File: src/rtl/dm_arbiter.sv
// dm_arbiter: two-master arbiter with bounded bursts in front of the peripheral data port
module dm_arbiter #(
    parameter int unsigned MAX_BURST = 8
) (
    input  logic        clk,
    input  logic        rst,
    input  logic        m0_req,
    input  logic        m0_we,
    input  logic [31:0] m0_addr,
    input  logic [31:0] m0_wdata,
    input  logic [2:0]  m0_op,
    output logic        m0_gnt,
    output logic [31:0] m0_rdata,
    output logic        m0_rvalid,
    input  logic        m1_req,
    input  logic        m1_we,
    input  logic [31:0] m1_addr,
    input  logic [31:0] m1_wdata,
    input  logic [2:0]  m1_op,
    output logic        m1_gnt,
    output logic [31:0] m1_rdata,
    output logic        m1_rvalid,
    output logic        dm_w,
    output logic        dm_r,
    output logic [31:0] addr,
    output logic [31:0] wdata,
    output logic [2:0]  dm_op,
    input  logic [31:0] rdata,
    output logic [1:0]  owner
);
    typedef enum logic [1:0] {IDLE = 2'b00, OWN0 = 2'b01, OWN1 = 2'b10} state_t;

    localparam logic [7:0] MB = 8'(MAX_BURST);

    state_t      state_q, state_d;
    logic [7:0]  bcnt_q, bcnt_d, bcnt_inc;
    logic        g0, g1, we_sel;
    logic        dm_w_q, dm_w_d, dm_r_q, dm_r_d;
    logic        m0_gnt_q, m1_gnt_q, m0_rvalid_q, m0_rvalid_d, m1_rvalid_q, m1_rvalid_d;
    logic [31:0] addr_q, addr_d, wdata_q, wdata_d, m0_rdata_q, m0_rdata_d, m1_rdata_q, m1_rdata_d;
    logic [2:0]  op_q, op_d;

    assign bcnt_inc = (bcnt_q == 8'hFF) ? 8'hFF : bcnt_q + 8'd1;

    // Pick the winner for this edge: CPU wins ties, owner keeps the port until its burst is spent
    always_comb begin
        state_d = IDLE;
        bcnt_d  = 8'd0;
        g0      = 1'b0;
        g1      = 1'b0;
        case (state_q)
            OWN0: begin
                if (m0_req && (!m1_req || bcnt_q < MB)) begin
                    state_d = OWN0; bcnt_d = bcnt_inc; g0 = 1'b1;
                end else if (m1_req) begin
                    state_d = OWN1; bcnt_d = 8'd1; g1 = 1'b1;
                end
            end
            OWN1: begin
                if (m1_req && (!m0_req || bcnt_q < MB)) begin
                    state_d = OWN1; bcnt_d = bcnt_inc; g1 = 1'b1;
                end else if (m0_req) begin
                    state_d = OWN0; bcnt_d = 8'd1; g0 = 1'b1;
                end
            end
            default: begin
                if (m0_req) begin
                    state_d = OWN0; bcnt_d = 8'd1; g0 = 1'b1;
                end else if (m1_req) begin
                    state_d = OWN1; bcnt_d = 8'd1; g1 = 1'b1;
                end
            end
        endcase
    end

    // Slave-port fields and read return; the capture is steered by the registered grant so a
    // switch at the capture edge cannot hand the data to the new owner
    always_comb begin
        we_sel      = g1 ? m1_we : m0_we;
        dm_w_d      = (g0 | g1) & we_sel;
        dm_r_d      = (g0 | g1) & ~we_sel;
        addr_d      = g0 ? m0_addr  : g1 ? m1_addr  : addr_q;
        wdata_d     = g0 ? m0_wdata : g1 ? m1_wdata : wdata_q;
        op_d        = g0 ? m0_op    : g1 ? m1_op    : op_q;
        m0_rvalid_d = dm_r_q & m0_gnt_q;
        m1_rvalid_d = dm_r_q & m1_gnt_q;
        m0_rdata_d  = m0_rvalid_d ? rdata : m0_rdata_q;
        m1_rdata_d  = m1_rvalid_d ? rdata : m1_rdata_q;
    end

    // State, burst counter and all registered outputs
    always_ff @(posedge clk or posedge rst) begin
        if (rst) begin
            state_q     <= IDLE;
            bcnt_q      <= 8'd0;
            dm_w_q      <= 1'b0;
            dm_r_q      <= 1'b0;
            m0_gnt_q    <= 1'b0;
            m1_gnt_q    <= 1'b0;
            m0_rvalid_q <= 1'b0;
            m1_rvalid_q <= 1'b0;
            addr_q      <= 32'd0;
            wdata_q     <= 32'd0;
            op_q        <= 3'd0;
            m0_rdata_q  <= 32'd0;
            m1_rdata_q  <= 32'd0;
        end else begin
            state_q     <= state_d;
            bcnt_q      <= bcnt_d;
            dm_w_q      <= dm_w_d;
            dm_r_q      <= dm_r_d;
            m0_gnt_q    <= g0;
            m1_gnt_q    <= g1;
            m0_rvalid_q <= m0_rvalid_d;
            m1_rvalid_q <= m1_rvalid_d;
            addr_q      <= addr_d;
            wdata_q     <= wdata_d;
            op_q        <= op_d;
            m0_rdata_q  <= m0_rdata_d;
            m1_rdata_q  <= m1_rdata_d;
        end
    end

    assign m0_gnt    = m0_gnt_q;
    assign m1_gnt    = m1_gnt_q;
    assign m0_rvalid = m0_rvalid_q;
    assign m1_rvalid = m1_rvalid_q;
    assign m0_rdata  = m0_rdata_q;
    assign m1_rdata  = m1_rdata_q;
    assign dm_w      = dm_w_q;
    assign dm_r      = dm_r_q;
    assign addr      = addr_q;
    assign wdata     = wdata_q;
    assign dm_op     = op_q;
    assign owner     = state_q;
endmodule

File: config.mk
export PLATFORM = sky130hd
export DESIGN_NAME = dm_arbiter
export DESIGN_NICKNAME = d
export VERILOG_FILES = /design/src/rtl/dm_arbiter.sv
export SDC_FILE = /design/constraint.sdc
export NUM_CORES = 1
export LEC_CHECK = 0
export BUFFER_PORTS_ARGS = -buffer_cell sky130_fd_sc_hd__buf_2
export CAP_MARGIN = 10
export CORE_MARGIN = 4
export CORE_UTILIZATION = 43
export CTS_CLUSTER_DIAMETER = 40
export DETAILED_ROUTE_END_ITERATION = 7
export MAX_ROUTING_LAYER = met4
export PLACE_DENSITY = 0.76
export SLEW_MARGIN = 25
export SYNTH_ARGS = -nofsm -noshare
export SYNTH_HDL_FRONTEND = slang
export SYNTH_SLANG_ARGS = --single-unit
File: constraint.sdc
create_clock -name clk -period 4.6 [get_ports clk]
set_input_delay 0.92 -clock clk [delete_from_list [all_inputs] [get_ports clk]]
set_output_delay 0.92 -clock clk [all_outputs]
set_load 0.01 [all_outputs]
==> impl_metrics.toml <==
[floorplan]
die_w_um = 136
ios = 311
dieHeight_um = 136
fp.coreArea_mm2 = 0.0160
fp-row-count = 46
die-area_mm2 = 0.0186
start_util = 0.443

[layout]
drive_gt1_frac = 0.485
n_fill_cell = 1394
area_delta_synth_final_pct = 31.5
final_nets = 1068

[pwr]
p_sw_frac = 0.386
power_density_mw_per_mm2 = 756
power_frac_comb = 0.479
p_switching_mw = 2.72
ir_drop_v = 0.000347
power_frac_seq = 0.319
p_clk_frac = 0.203
internal-power_mw = 4.32
leakagePower_nw = 4.44

[timing]
rsz0062_at_grt = "false"
period_minus_slack_ns = 2.78
skew_ns = 0.0105
setup_viol = 0
slew_headroom = 0.422
timing.final.crit_share = 0.605
setup_ws_ns = 1.82
final-hold-violation-count = 0
worst_pin_slew_ns = 0.867
setup_tns_ns = 0
drv_slew = 0
fmax_mhz = 359

[global_routing]
grt_max_degree = 81
grt.overflow.total = 0
antenna_found_initial = 1
grt.busiest_layer = "met2"
met2_usage = 0.368
use_met3 = 0.0755
grt_pass1_vias = 6219
grt_util_all_layers = 0.230
grt_pass1_wl_um = 32900
met1_usage = 0.283

[logic_synthesis]
yosysTopAreaCell = "dfrtp_1"
synth_area_leaders = "dfrtp_1, mux2_2, a311o_1, a22o_1, a21oi_1"
synth_seq_area_share = 0.512
synth_fp_nets = 791
synth_cells = 616
yosysUniqueCellTypes = 45
async_reset_ff_frac = 1.00
synth_top_area_frac = 0.512
avgSynthCellArea_um2 = 11.5
synthFlopType = "dfrtp_1"
ys_ff_latch = 145
yosysMostFrequentCell = "dfrtp_1"
synth_edf_count = 0
synth_area_mm2 = 0.00709
yosysWarnings = 0
synth_common_cells = "dfrtp_1, nand2_1, a22o_1, a311o_1, mux2_2"

[drt]
drt-pass1-iter-count = 5
routed_wl_um = 21300
first_iter_violations = 342
viasPerCell = 5.60
vias = 6288
drc = 0
drtAntennaViolNets = 0
routedWlPerCell_um = 19.0

[clocking]
numCtsBuffers = 17
clockBufferDepth = 2
cts_setup_buffers = 0
clkLatencyLatePin_ns = 0.41
cts.clk_slew.worst_paths_ns = 0.06
cts_tree = "built"
root_buffer = "clkbuf_16"
hold_buffers = 0
cts-resized-gates = 0
cts_htree_levels = 4
clock_sinks = 145

[flow_run]
maxCapViolations = 0

[placed_design]
port_buffers = 310
pre_cts_ws_ns = 1.74
hpwl_um = 14700
place_congestion = 0.791

[worst_setup_path]
critPathTopFamily = "simple AND/OR/NAND/NOR gates"
crit_type = "flip-flop to flip-flop"
worstPathArrival_ns = 3.13
startpoint_type = "flip-flop"
path_buf_inv = 1
cp_max_fo = 39
worstSetupEndpointType = "flip-flop"
reg2reg_from = "m1_gnt"
crit_chain = "ha_1 > a311oi_4 > and2_2 > buf_4 > a311o_1"
slowest_stage = "and2_2"
crit_start = "m1_gnt"
cpPeakStageDelay_ns = 0.60
critPathRequiredTime_ns = 4.94

[outcome]
status = "finished, final reports clean"

[hold_path]
worstHoldPathType = "flip-flop to flip-flop"
worstHoldStart = "m1_rdata[4]"
[power by group through the flow]
stage          Combinational, mW  Sequential [mW]  Clock [mW]
6_report                    3.37             2.24        1.43
5_1_grt                     3.67             2.31        1.52
4_1_cts                     3.42             2.24        1.45
3_5_place_dp                3.40             2.26           0
3_3_place_gp                3.34             2.24           0
2_1_floorplan               1.96             2.53           0
[kinds of logic after synthesis]
family                     Yosys count  share of synthesized area
AOI/OAI and AO/OA                  222                      0.257
adders and majority gates            3                    0.00530
DFF                                145                      0.512
muxes                               68                      0.108
buffers and inverters               73                     0.0508
xor gates and xnor gates             3                    0.00371
and+or+nand+nor                    102                     0.0630
[layer usage]
metal / part of all wire / routed length, um
met1: 0.40 / 8550
met2: 0.49 / 10400
met3: 0.096 / 2040
met4: 0.013 / 280
met5: 0 / 0
[cells in the final DEF (no fill, tap or decap), types with 5 or more instances in the layout]
cell,n
dfrtp_1,145
a211oi_1,5
nand3_1,5
nor2_1,8
nand2_1,72
buf_4,10
buf_2,310
a21oi_1,60
inv_1,9
a311o_1,67
a21oi_2,9
clkbuf_16,17
mux2_2,66
a22o_1,67
[registers in the layout, indices dropped and copies added, names as in the netlist]
signal	flops
addr	32
bcnt_q	8
dm_op	3
dm_r	1
dm_w	1
m0_rdata	32
m0_rvalid	1
m1_gnt	1
m1_rdata	32
m1_rvalid	1
owner	1
wdata	32
[metrics by stage]
| step | util | area (um^2) | hold WS [ns] | instances | power, mW |
|---|---|---|---|---|---|
| after floorplan | - | 7090 | 0.550 | 616 | 4.49 |
| after global placement | 0.544 | 8710 | 0.482 | 1090 | 5.57 |
| after detailed placement | 0.544 | 8710 | 0.487 | 1090 | 5.66 |
| after CTS | 0.582 | 9310 | 0.500 | 1121 | 7.12 |
| after global routing | 0.582 | 9320 | 0.508 | 1122 | 7.50 |
| final | 0.582 | 9320 | 0.498 | 1122 | 7.04 |
[cell type report]
type,count,area [um^2],share of cell area
multi-input combinational,398,3120,0.335
inverter,10,41.3,0.00443
clock buffer,17,425,0.0457
sequential,145,3630,0.389
tap,216,270,0.0290
antenna,1,2.50,0.000269
clock inverter,14,183,0.0196
timing repair buffer,321,1650,0.177
[worst paths after layout]
path / endpoint / slack, ns / depth (start not counted)
setup / recovery: wdata[29] / 1.82 / 5
hold / removal: m1_rdata[4] / 0.50 / 1
setup reg to reg: wdata[29] / 1.82 / 5
hold reg to reg: m1_rdata[4] / 0.50 / 1
max in group asynchronous: wdata[29] / 3.01 / 3
min in group asynchronous: m1_rdata[25] / 0.67 / 2
(Power assumes the default switching activity.)
